`config.mk`:
```
export PLATFORM = sky130hd
export DESIGN_NAME = periph_bus_bridge
export DESIGN_NICKNAME = d
export VERILOG_FILES = /design/src/rtl/periph_bus_bridge.sv
export SDC_FILE = /design/constraint.sdc
export NUM_CORES = 1
export LEC_CHECK = 0
export BUFFER_PORTS_ARGS = -buffer_cell sky130_fd_sc_hd__buf_2
export CORE_AREA = 2 2 133 135
export CTS_CLUSTER_DIAMETER = 40
export DETAILED_ROUTE_END_ITERATION = 8
export DIE_AREA = 0 0 135 137
export PLACE_DENSITY = 0.64
export SYNTH_ARGS = -nofsm -noshare
export SYNTH_HDL_FRONTEND = slang
export SYNTH_SLANG_ARGS = --single-unit
```
`constraint.sdc`:
```
create_clock -name i_Clk -period 2.72 [get_ports i_Clk]
set_input_delay 0.544 -clock i_Clk [delete_from_list [all_inputs] [get_ports i_Clk]]
set_output_delay 0.544 -clock i_Clk [all_outputs]
set_load 0.05 [all_outputs]
```
`src/rtl/periph_bus_bridge.sv`:
```
// CPU load/store to peripheral slave bus bridge: window decode, one-shot strobe, registered response.
// Optional first-error address capture is enabled by defining PERIPH_ERR_CAPTURE_EN.
module periph_bus_bridge #(
    parameter int          N_SLAVES    = 4,
    parameter logic [3:0]  PERIPH_BASE = 4'hF,
    parameter int          SEL_LSB     = 8,
    parameter int          OFS_MSB     = 7
) (
    input  logic                     i_Clk,
    input  logic                     i_Rst,
    input  logic                     i_Req,
    input  logic                     i_We,
    input  logic [31:0]              i_Addr,
    input  logic [31:0]              i_WData,
    output logic                     o_Ready,
    output logic                     o_Done,
    output logic [31:0]              o_RData,
    output logic                     o_Err,
    output logic [N_SLAVES-1:0]      o_S_WEnable,
    output logic [N_SLAVES-1:0]      o_S_REnable,
    output logic [31:0]              o_S_WAddr,
    output logic [31:0]              o_S_RAddr,
    output logic [31:0]              o_S_WData,
    input  logic [32*N_SLAVES-1:0]   i_S_RData,
`ifdef PERIPH_ERR_CAPTURE_EN
    output logic [31:0]              o_ErrAddr,
    output logic                     o_ErrValid,
    input  logic                     i_ErrClr,
`endif
    input  logic [N_SLAVES-1:0]      i_S_Err
);

    typedef enum logic [1:0] {IDLE, ISSUE, WAIT, RESP} state_t;

    state_t               state_q, state_d;
    logic                 we_q, we_d;
    logic [3:0]           sel_q, sel_d;
    logic [OFS_MSB-2:0]   ofs_q, ofs_d;
    logic [31:0]          wdata_q, wdata_d;
    logic [31:0]          rdata_q, rdata_d;
    logic                 err_q, err_d;
    logic [31:0]          addr_q, addr_d;

    logic [3:0]           idx;
    logic                 hit;
    logic                 accept;
    logic                 sel_err;
    logic [31:0]          sel_rdata;
    logic                 unused_addr;

    assign idx         = i_Addr[SEL_LSB+3:SEL_LSB];
    assign hit         = (i_Addr[31:28] == PERIPH_BASE) && ({1'b0, idx} < 5'(N_SLAVES))
                         && (i_Addr[1:0] == 2'b00);
    assign accept      = (state_q == IDLE) && i_Req;
    assign unused_addr = ^addr_q;

    // Response mux; the index is always in range once ISSUE was entered.
    always_comb begin
        sel_err   = 1'b0;
        sel_rdata = 32'h0;
        for (int k = 0; k < N_SLAVES; k++) begin
            if (sel_q == 4'(k)) begin
                sel_err   = i_S_Err[k];
                sel_rdata = i_S_RData[32*k +: 32];
            end
        end
    end

    always_ff @(posedge i_Clk) begin
        if (i_Rst) state_q <= IDLE;
        else       state_q <= state_d;
    end

    always_comb begin
        state_d = state_q;
        case (state_q)
            IDLE:    if (i_Req) state_d = hit ? ISSUE : RESP;
            ISSUE:   state_d = WAIT;
            WAIT:    state_d = RESP;
            RESP:    state_d = IDLE;
            default: state_d = IDLE;
        endcase
    end

    always_comb begin
        o_Ready     = (state_q == IDLE);
        o_Done      = (state_q == RESP);
        o_S_WEnable = '0;
        o_S_REnable = '0;
        for (int k = 0; k < N_SLAVES; k++) begin
            if (state_q == ISSUE && sel_q == 4'(k)) begin
                o_S_WEnable[k] = we_q;
                o_S_REnable[k] = ~we_q;
            end
        end
    end

    always_comb begin
        we_d    = we_q;
        sel_d   = sel_q;
        ofs_d   = ofs_q;
        wdata_d = wdata_q;
        rdata_d = rdata_q;
        err_d   = err_q;
        addr_d  = addr_q;
        if (accept) begin
            we_d    = i_We;
            sel_d   = idx;
            ofs_d   = i_Addr[OFS_MSB:2];
            wdata_d = i_WData;
            addr_d  = i_Addr;
            if (!hit) begin
                err_d   = 1'b1;
                rdata_d = 32'h0;
            end
        end
        if (state_q == WAIT) begin
            err_d   = sel_err;
            rdata_d = (we_q || sel_err) ? 32'h0 : sel_rdata;
        end
    end

    always_ff @(posedge i_Clk) begin
        if (i_Rst) begin
            we_q    <= 1'b0;
            sel_q   <= '0;
            ofs_q   <= '0;
            wdata_q <= '0;
            rdata_q <= '0;
            err_q   <= 1'b0;
            addr_q  <= '0;
        end else begin
            we_q    <= we_d;
            sel_q   <= sel_d;
            ofs_q   <= ofs_d;
            wdata_q <= wdata_d;
            rdata_q <= rdata_d;
            err_q   <= err_d;
            addr_q  <= addr_d;
        end
    end

    assign o_RData   = rdata_q;
    assign o_Err     = err_q;
    assign o_S_WAddr = {{(33-OFS_MSB){1'b0}}, ofs_q};
    assign o_S_RAddr = {{(33-OFS_MSB){1'b0}}, ofs_q};
    assign o_S_WData = wdata_q;

`ifdef PERIPH_ERR_CAPTURE_EN
    logic        errvalid_q, errvalid_d;
    logic [31:0] erraddr_q, erraddr_d;

    // A clear in the completion cycle beats the new error.
    always_comb begin
        errvalid_d = errvalid_q;
        erraddr_d  = erraddr_q;
        if (i_ErrClr) begin
            errvalid_d = 1'b0;
        end else if (state_q == RESP && err_q && !errvalid_q) begin
            errvalid_d = 1'b1;
            erraddr_d  = addr_q;
        end
    end

    always_ff @(posedge i_Clk) begin
        if (i_Rst) begin
            errvalid_q <= 1'b0;
            erraddr_q  <= '0;
        end else begin
            errvalid_q <= errvalid_d;
            erraddr_q  <= erraddr_d;
        end
    end

    assign o_ErrValid = errvalid_q;
    assign o_ErrAddr  = erraddr_q;
`endif

endmodule

```
Yosys cells after proc, flatten, opt, wreduce, memory -nomap -nowiden
Cells that the tools add are included.
{ "totals": {"reg_bits": 78, "inputBits": 200, "word_cells": 57} }
{ "op_classes": {"magnitude_cmp": 1, "eq_ne": 9, "mux": 26, "bitwise": 1, "n_reduce_logical": 13} }
{ "op_table": {"columns": ["operator", "n"], "rows": [
  ["2-to-1 mux 32 bit", 8],
  ["2-to-1 mux 1 bit", 15],
  ["equality test 4 x 2 -> 1 bit (second input constant)", 2],
  ["case mux 2 bit (4 select lines)", 1],
  ["logical AND 1 bit", 7],
  ["equality test 2 bit (second input constant)", 2],
  ["equality test 4 x 1 -> 1 bit (second input constant)", 1],
  ["equality test 4 bit (second input constant)", 1],
  ["logical NOT 2 bit", 2],
  ["logical NOT 4 bit", 1],
  ["< comparator 4 x 3 -> 1 bit (second input constant)", 1],
  ["2-to-1 mux 2 bit", 2],
  ["equality test 2 x 1 -> 1 bit (second input constant)", 1],
  ["inequality test 2 x 1 -> 1 bit (second input constant)", 1],
  ["inequality test 2 bit (second input constant)", 1],
  ["AND reduction 2 bit", 1],
  ["nonzero test 2 bit", 1],
  ["logical OR 1 bit", 1],
  ["NOT 1 bit", 1]
]} }

Longest topological paths before layout
Gate-level depths: netlist of run 1.
{ "logic_depth": {"ltp_word": 8, "ltp_mapped": 7} }

Worst setup path before layout of run 1
No wires, ideal clock.
{ "synth_timing": {"kind": "register -> output", "from": "register sel_q[1]", "to": "output o_S_REnable[2]", "t_arrival_ns": 2.334, "required_ns": 2.176, "slack_ns": -0.158, "path_stages_with_launch": 5, "path_buffers": 2, "cell_sequence": "dfxtp_1 > buf_2 > clkbuf_1 > or3b_2 > nor3_1"} }
{ "synth_between": {"elab_chain_len": 3} }
{ "synth_lines": {"columns": ["element", "line", "source"], "rows": [
  ["start, declared", "37", "logic [3:0] sel_q, sel_d;"],
  ["start signal, assigned", "134", "sel_q <= sel_d;"],
  ["equality test 4 x 2 -> 1 bit", "91", "if (state_q == ISSUE && sel_q == 4'(k)) begin"],
  ["logical AND 1 bit", "91", null],
  ["2-to-1 mux 1 bit", "91", null],
  ["end, declared", "20", "output logic [N_SLAVES-1:0] o_S_REnable,"]
]} }
Every way passes these cells.

Final worst setup path of run 1
{ "layout_timing": {"from": "register state_q[1]", "to": "output o_S_REnable[2]"} }
{ "layout_between": {"elab_chain_len": 3} }
{ "layout_lines": {"columns": ["element", "line", "source"], "rows": [
  ["start, declared", "35", "state_t state_q, state_d;"],
  ["start signal, assigned", "71", "else state_q <= state_d;"],
  ["equality test 2 x 1 -> 1 bit", "91", null],
  ["logical AND 1 bit", "91", null],
  ["2-to-1 mux 1 bit", "91", null]
]} }
Every way passes these cells.

==> flow_summary.toml, run 1 <==
[outcome]
status = "finished, final reports clean"

[synth]
yosysUniqueCellTypes = 33
synth.largest_area_cell = "dfxtp_1"
synth_top_area_share_pct = 37.7
synth_flop_cell = "dfxtp_1"
synth.area.top_cells = "dfxtp_1, buf_4, mux4_2, nand2_1, mux2_2"
ys_warn_count = 0
synth_cells = 442
netlist_top_cells_count = "nand2_1, dfxtp_1, buf_4"
async_reset_ff_share_pct = 0
synth.avg_cell_area_um2 = 9.36
syn_area_mm2 = 0.00414
synth.most_common_cell = "nand2_1"
ys_seq_area_share_pct = 37.7
synth_edf_count = 0
synth-seq-cells = 78

[worst_setup_path]
crit_slowest_cell = "or3b_2"
crit_chain = "inv_1 > ha_1 > nand2b_1 > or3b_2 > nor3_2 > buf_2"
r2r_end = "o_RData[6]$_SDFFE_PP0P_"
crit_type = "reg -> out"
worstPathRequired_ns = 2.18
cp_max_fo = 4
r2r-start = "sel_q[3]$_SDFFE_PP0P_"
r2r_cells = 4
critPathLaunchType = "flip-flop"
worst_setup_path_end_kind = "primary output"
r2r_slack_ns = 0.66
max_stage_delay_ns = 0.49
arrival_ns = 1.96

[cts]
cts_made_buffers = 9
root_buffer = "clkbuf_16"
clock-sinks = 78
path_clk_slew_ns = 0.06
clk_latency_ns = 0.34
hold_buffers = 0
clockBufferDepth = 2
htreeDepth = 3
cts_resized = 0
cts_setup_buffers = 0
cts_tree = "yes"

[layout]
area_growth_syn_to_layout_pct = 38.8
fill_cells = 1814
drive_gt1_share_pct = 50.2
multi_input_area_mm2 = 0.00215
final-seq-area_mm2 = 0.00156
nets = 894
post-route-util_pct = 33.7
final_area_mm2 = 0.00574

[routing]
vias = 4045
drc_errors = 0
routed_wl_um = 13500
detail-route-antenna-nets = 0
vias_per_cell = 4.38
drt_iter0_drc = 95
firstDrtPassIters = 4
wl_per_cell_um = 14.7

[floorplan]
die_w_um = 135
fp-row-count = 48
dieArea_mm2 = 0.0185
die_h_um = 137
core_area_mm2 = 0.0171
io-pin-count = 339
start_util_pct = 24.3

[job]
cap_violations = 0

[grt]
gr-total-overflow = 0
grt_pass1_vias = 3621
grt_max_degree = 48
grt_usage_pct = 13.6
antenna_found_initial = 4
grt_pass1_wl_um = 19200

[sta]
max_slew_margin_pct = 32.8
hold_viol_final = 0
fin_crit_ns = 2.51
worst_slack_ns = 0.213
worst_pin_slew_ns = 1.01
rsz0062_at_grt = "false"
finalSetupViolCount = 0
slew_viol_final = 0
min_period_over_period_pct = 92.2
fmax_mhz = 399
fin_skew_ns = 0.00367

[worst_hold_path]
worst_hold_path.endpoint = "o_S_WData[8]$_SDFFE_PP0P_"
min-delay-path-class = "in -> reg"
holdPathStages = 3
hold_start = "i_WData[8]"

[power]
pwr_density_cell_mw_per_mm2 = 883
leakagePower_nw = 2.73
finalPower_mw = 5.07
ir_worst_vdd_uv = 416

[placed_design]
dp_hpwl_um = 10500
portBuffers = 270
place_area_mm2 = 0.00544
place.gp.congestion = 0.735
dp_slack_ns = 0.528
-- cells in the final DEF (no fill, tap or decap), drive strengths merged, types with 3 or more instances in the layout --
master,instances
buf,280
nand2,91
dfxtp,78
conb,52
a21oi,46
mux2,26
mux4,19
a32o,19
o22ai,13
o2bb2ai,13
clkbuf,10
nor2,8
nor3,8
clkinv,5
inv,4
ha,4
diode,3
nand2b,3
o21ai,3
-- critical path, delay by kind of cell (launching register included) --
| family | cells | cell delay [ns] |
|---|---|---|
| and+or+nand+nor | 3 | 0.70 |
| DFF | 1 | 0.33 |
| buffers and inverters | 2 | 0.37 |
| adders and majority gates | 1 | 0.21 |
-- power breakdown --
| group | switching (mW) | internal [mW] |
|---|---|---|
| logic | 1.70 | 0.668 |
| clock network | 0.484 | 0.709 |
| registers | 0.145 | 1.36 |
| total | 2.33 | 2.73 |
-- final cells by class --
| cell class | count | area share (%) |
|---|---|---|
| repair buffers | 280 | 24.8 |
| clock buffers | 10 | 3.99 |
| diodes | 3 | 0.131 |
| multi-input cells | 317 | 37.5 |
| clock inverters | 6 | 1.09 |
| flip-flops and latches | 78 | 27.2 |
| inverters | 4 | 0.262 |
| well taps | 225 | 4.90 |
-- state kept, by name, indices dropped and copies added, names as in the netlist --
register   count
sel_q          4
o_RData       32
state_q        2
we_q           1
ofs_q          6
o_Err          1
o_S_WData     32
-- cells by family (layout without fill, tap and decap cells) --
group / Yosys count / count (layout) / synth area share (%)
AO/OA/AOI/OAI: 99 / 99 / 16.3
adder cells (fa/ha/maj): 4 / 4 / 1.21
buffers and inverters: 98 / 300 / 15.3
flip-flops: 78 / 78 / 37.7
multiplexers: 45 / 45 / 17.4
other: 1 / 55 / 0.0907
AND/OR/NAND/NOR: 117 / 117 / 11.9
-- through the flow --
step           hold WS, ns  std cells  TNS [ns]
2_1_floorplan        0.467        493   -0.0893
6_report             0.438        923         0
4_1_cts              0.415        920         0
3_5_place_dp         0.443        904         0
5_1_grt              0.424        922         0
3_3_place_gp         0.439        904         0
-- worst max-delay path by stage --
stage | start | slack [ns] | endpoint | cells past startpoint
after detailed placement | state_q[0]$_SDFFE_PP0P_ | 0.53 | o_S_REnable[2] | 5
after global routing | state_q[0]$_SDFFE_PP0P_ | 0.05 | o_S_REnable[2] | 5
final | state_q[1]$_SDFFE_PP0P_ | 0.21 | o_S_REnable[2] | 6
after CTS | state_q[1]$_SDFFE_PP0P_ | 0.14 | o_S_REnable[2] | 6
after global placement | state_q[1]$_SDFFE_PP0P_ | 0.56 | o_S_REnable[2] | 6
after floorplan | sel_q[3]$_SDFFE_PP0P_ | -0.04 | o_S_REnable[3] | 5
-- layer usage --
layer	routed length (µm)	up-vias	track usage [%]
met5	12	-	0
met4	250	2	5.44
met3	1460	17	5.70
met2	6670	201	23.5
met1	5150	1867	14.7
li1	-	1958	-
No activity file was read; power rests on OpenSTA's default activity.
==> run 2: changes to the inputs <==
--- a/config.mk
+++ b/config.mk
@@ -11,6 +11,7 @@
 export DETAILED_ROUTE_END_ITERATION = 8
 export DIE_AREA = 0 0 135 137
 export PLACE_DENSITY = 0.64
+export REMOVE_ABC_BUFFERS = 1
 export SYNTH_ARGS = -nofsm -noshare
 export SYNTH_HDL_FRONTEND = slang
 export SYNTH_SLANG_ARGS = --single-unit
==> constraint.sdc (replaced) <==
create_clock -name i_Clk -period 3.05 [get_ports i_Clk]
set_input_delay 0.61 -clock i_Clk [delete_from_list [all_inputs] [get_ports i_Clk]]
set_output_delay 0.61 -clock i_Clk [all_outputs]
set_load 0.05 [all_outputs]
==> run 2 against run 1 <==
Worst hold slack gained 0.013 ns. Die area is the same. Sequential share of layout area up 0.071 points. Critical path depth unchanged. Routed wire length is 2.8% higher. Sequential power fell by 10%. Clock power decreased by 5%. Via count is 1.7% lower. Flip-flop and latch count did not move. Largest cell class unchanged.
==> flow_summary.toml, run 2 (synthesis results as in run 1) <==
[outcome]
status = "finished, final reports clean"

[cts]
cts_setup_buffers = 0
cts_tree = "yes"
hold_buffers = 0
path_clk_slew_ns = 0.07
clockBufferDepth = 2
root_buffer = "clkbuf_16"
cts_resized = 0
cts_made_buffers = 9
htreeDepth = 3
clock-sinks = 78
clk_latency_ns = 0.34

[floorplan]
start_util_pct = 24.3
io-pin-count = 339
core_area_mm2 = 0.0171
dieArea_mm2 = 0.0185
fp-row-count = 48
die_w_um = 135
die_h_um = 137

[routing]
drt_iter0_drc = 104
vias = 3977
wl_met1_um = 5330
vias_per_cell = 4.33
detail-route-antenna-nets = 0
wl_met3_um = 1550
wl_met2_um = 6860
routed_wl_um = 13900
firstDrtPassIters = 4
wl_per_cell_um = 15.2
drc_errors = 0
top_layer_used = "met4"

[worst_setup_path]
worstPathRequired_ns = 2.44
worst_setup_path_end_kind = "primary output"
cp_max_fo = 4
arrival_ns = 2.09
critPathLaunchType = "flip-flop"
crit_type = "reg -> out"

[layout]
post-route-util_pct = 33.6
nets = 892
n_antenna_cell = 0
final_area_mm2 = 0.00573
final_cell_mix = "buf_2, nand2_1, dfxtp_1"
area_growth_syn_to_layout_pct = 38.4
drive_gt1_share_pct = 49.9
layout_commonest_cell = "buf_2"

[job]
cap_violations = 0

[worst_hold_path]
min-delay-path-class = "reg -> reg"

[sta]
max_slew_margin_pct = 32.4
fmax_mhz = 370
hold_viol_final = 0
fin_skew_ns = 0.00459
finalSetupViolCount = 0
worst_pin_slew_ns = 1.01
slew_viol_final = 0
rsz0062_at_grt = "false"
fin_crit_ns = 2.70
min_period_over_period_pct = 88.6

[grt]
antenna_found_initial = 0
gr-total-overflow = 0
grt_pass1_vias = 3766
grt_pass1_wl_um = 19700
grt_usage_pct = 14.0
grt_max_degree = 48

[placed_design]
dp_hpwl_um = 10800
place.gp.congestion = 0.737
portBuffers = 270
place_area_mm2 = 0.00542

[power]
ir_worst_vdd_uv = 338
leakagePower_nw = 2.71
finalPower_mw = 4.59
pwr_density_cell_mw_per_mm2 = 801
run 2: final timing paths:
path	startpoint	endpoint	slack, ns	cells past startpoint
worst max register to register	sel_q[3]$_SDFFE_PP0P_	o_RData[5]$_SDFFE_PP0P_	0.83	5
worst max-delay path	state_q[1]$_SDFFE_PP0P_	o_S_REnable[2]	0.35	6
worst min register to register	o_S_WData[31]$_SDFFE_PP0P_	o_S_WData[31]$_SDFFE_PP0P_	0.45	2
worst min-delay path	o_S_WData[31]$_SDFFE_PP0P_	o_S_WData[31]$_SDFFE_PP0P_	0.45	2
run 2: per-stage QoR:
stage / hold slack, ns / TNS, ns / setup slack, ns / std cells
floorplan: 0.461 / -2.11 / -0.505 / 399
global placement: 0.440 / 0 / 0.727 / 902
detailed placement: 0.443 / 0 / 0.693 / 902
CTS: 0.453 / 0 / 0.300 / 918
global route: 0.469 / 0 / 0.255 / 918
finish: 0.451 / 0 / 0.347 / 918
run 2: report_power, final:
group          total [mW]  switching [mW]  internal [mW]
logic                2.11            1.52          0.587
clock network        1.13           0.467          0.661
registers            1.35           0.138           1.21
total                4.59            2.13           2.46
run 2: routing by layer:
| metal | up-vias | GRT usage [%] |
|---|---|---|
| met5 | - | 0 |
| met4 | 0 | 4.69 |
| met3 | 13 | 4.89 |
| met2 | 219 | 25.1 |
| met1 | 1793 | 15.5 |
| li1 | 1952 | - |
run 2: critical path, cell delays in order (launching register included):
cell	delay, ns
dfxtp_1	0.34
inv_1	0.09
ha_1	0.16
nand2b_1	0.16
or3b_2	0.52
nor3_1	0.17
buf_2	0.30
run 2: area by class of cell:
type                            instances  area [µm²]
Clock buffer                           10         239
Tap cell                              225         282
Sequential cell                        78        1560
Multi-Input combinational cell        317        2140
Timing Repair Buffer                  278        1410
Inverter                                4        15.0
Clock inverter                          6        70.1
Fill cell                            1815       11300
==> run 3: changes to the inputs <==
--- a/config.mk
+++ b/config.mk
@@ -6,11 +6,12 @@
 export NUM_CORES = 1
 export LEC_CHECK = 0
 export BUFFER_PORTS_ARGS = -buffer_cell sky130_fd_sc_hd__buf_2
-export CORE_AREA = 2 2 133 135
+export CORE_AREA = 2 2 131 133
 export CTS_CLUSTER_DIAMETER = 40
 export DETAILED_ROUTE_END_ITERATION = 8
-export DIE_AREA = 0 0 135 137
-export PLACE_DENSITY = 0.64
+export DIE_AREA = 0 0 133 135
+export MAX_ROUTING_LAYER = met4
+export PLACE_DENSITY = 0.65
 export REMOVE_ABC_BUFFERS = 1
 export SYNTH_ARGS = -nofsm -noshare
 export SYNTH_HDL_FRONTEND = slang
==> run 3 against run 2 <==
Design area rose by 0.39%. Fmax grew 2.1%. Combinational power hardly changed. Die area fell by 2.9%. Sequential share of layout area is 0.11 points lower. Via count grew 2.1%. Power barely moved. Flip-flop and latch count unchanged. Sequential power about the same. Clock power about the same. Routed wire length up 2.9%. Non-clock buffer count increased by 2. Largest power group unchanged. Highest routed layer unchanged.
==> flow_summary.toml, run 3 (synthesis results as in run 1) <==
[power]
leakagePower_nw = 2.73
finalPower_mw = 4.59
ir_worst_vdd_uv = 366
pwr_density_cell_mw_per_mm2 = 798

[sta]
fin_crit_ns = 2.65
min_period_over_period_pct = 86.8
max_slew_margin_pct = 31.5
fin_skew_ns = 0.00578
hold_viol_final = 0
worst_pin_slew_ns = 1.03
slew_viol_final = 0
finalSetupViolCount = 0
rsz0062_at_grt = "false"
fmax_mhz = 378

[grt]
grt_pass1_wl_um = 20800
grt_max_degree = 44
grt_pass1_vias = 3851
gr-total-overflow = 0
busiest_layer = "met2"
grt_util_met1_pct = 17.1
grtUsageMet2_pct = 27.5
antenna_found_initial = 3
met3_usage_pct = 4.65
grt_usage_pct = 15.8

[placed_design]
portBuffers = 270
dp_hpwl_um = 11000
place.gp.congestion = 0.767

[floorplan]
die_w_um = 133
fp-row-count = 47
start_util_pct = 25.2
dieArea_mm2 = 0.0180
die_h_um = 135
core_area_mm2 = 0.0164
io-pin-count = 339

[layout]
fill_cells = 1718
layout_commonest_cell = "buf_2"
nets = 894
final-seq-area_mm2 = 0.00156
final_cell_mix = "buf_2, nand2_1, dfxtp_1"
post-route-util_pct = 35.0
area_growth_syn_to_layout_pct = 39.0
multi_input_area_mm2 = 0.00214
drive_gt1_share_pct = 49.8

[routing]
vias = 4060
firstDrtPassIters = 4
routed_wl_um = 14300
wl_per_cell_um = 15.6
vias_per_cell = 4.42
detail-route-antenna-nets = 0
drc_errors = 0
drt_iter0_drc = 146

[cts]
hold_buffers = 0
cts_tree = "yes"
path_clk_slew_ns = 0.06
clock-sinks = 78
cts_made_buffers = 9
cts_resized = 0
clockBufferDepth = 2
cts_setup_buffers = 0
root_buffer = "clkbuf_16"
htreeDepth = 3
clk_latency_ns = 0.34

[worst_setup_path]
arrival_ns = 2.04
cp_max_fo = 4
crit_chain = "inv_1 > ha_1 > nand2b_1 > or3b_2 > nor3_1 > buf_2"
critPathTopFamily = "simple AND/OR/NAND/NOR gates"
max_stage_delay_ns = 0.48
worst_setup_path_end_kind = "primary output"
worstPathRequired_ns = 2.44
r2r_slack_ns = 0.83
crit_type = "reg -> out"
crit_slowest_cell = "or3b_2"
critPathLaunchType = "flip-flop"
cp_num_buf_inv = 2

[outcome]
status = "finished, final reports clean"

[worst_hold_path]
min-delay-path-class = "reg -> reg"

[job]
cap_violations = 0
[run 3: final timing paths]
kind | cells after the start | endpoint | from
max | 6 | o_S_REnable[2] | state_q[1]$_SDFFE_PP0P_
min | 2 | o_S_WData[4]$_SDFFE_PP0P_ | o_S_WData[4]$_SDFFE_PP0P_
max reg2reg | 5 | o_RData[6]$_SDFFE_PP0P_ | sel_q[1]$_SDFFE_PP0P_
min reg2reg | 2 | o_S_WData[4]$_SDFFE_PP0P_ | o_S_WData[4]$_SDFFE_PP0P_
[run 3: cell type report]
class                           instances  area share, %
Multi-Input combinational cell        317           37.3
Sequential cell                        78           27.2
Timing Repair Buffer                  280           25.0
Tap cell                              220           4.79
Clock buffer                           13           4.53
Clock inverter                          3          0.740
Inverter                                4          0.261
Antenna cell                            3          0.131
[run 3: routing by layer]
| metal | vias up | wire length, µm |
|---|---|---|
| li1 | 1963 | - |
| met1 | 1860 | 5490 |
| met2 | 226 | 7300 |
| met3 | 11 | 1340 |
| met4 | 0 | 199 |
| met5 | - | 0 |
[run 3: metrics by stage]
step | TNS, ns | cell area, µm² | cells | setup WS, ns | hold slack, ns
floorplan | -2.11 | 3710 | 399 | -0.505 | 0.461
global placement | 0 | 5440 | 899 | 0.734 | 0.439
detailed placement | 0 | 5440 | 899 | 0.696 | 0.444
CTS | 0 | 5740 | 915 | 0.308 | 0.456
global route | 0 | 5750 | 918 | 0.211 | 0.468
finish | 0 | 5750 | 918 | 0.403 | 0.454
[run 3: power by group]
part           internal, mW  switching, mW  leakage (nW)  total (mW)
clock network         0.678          0.431         0.146        1.11
registers              1.21          0.134         0.637        1.34
logic                 0.605           1.53          1.94        2.13
total                  2.49           2.09          2.73        4.59
[run 3: worst reg2reg max path, cell delays in order (launching register included)]
cell and delay (ns):
dfxtp_2 0.47, or3b_1 0.27, buf_4 0.26, o21ai_2 0.10
a21oi_2 0.75, a32o_1 0.31
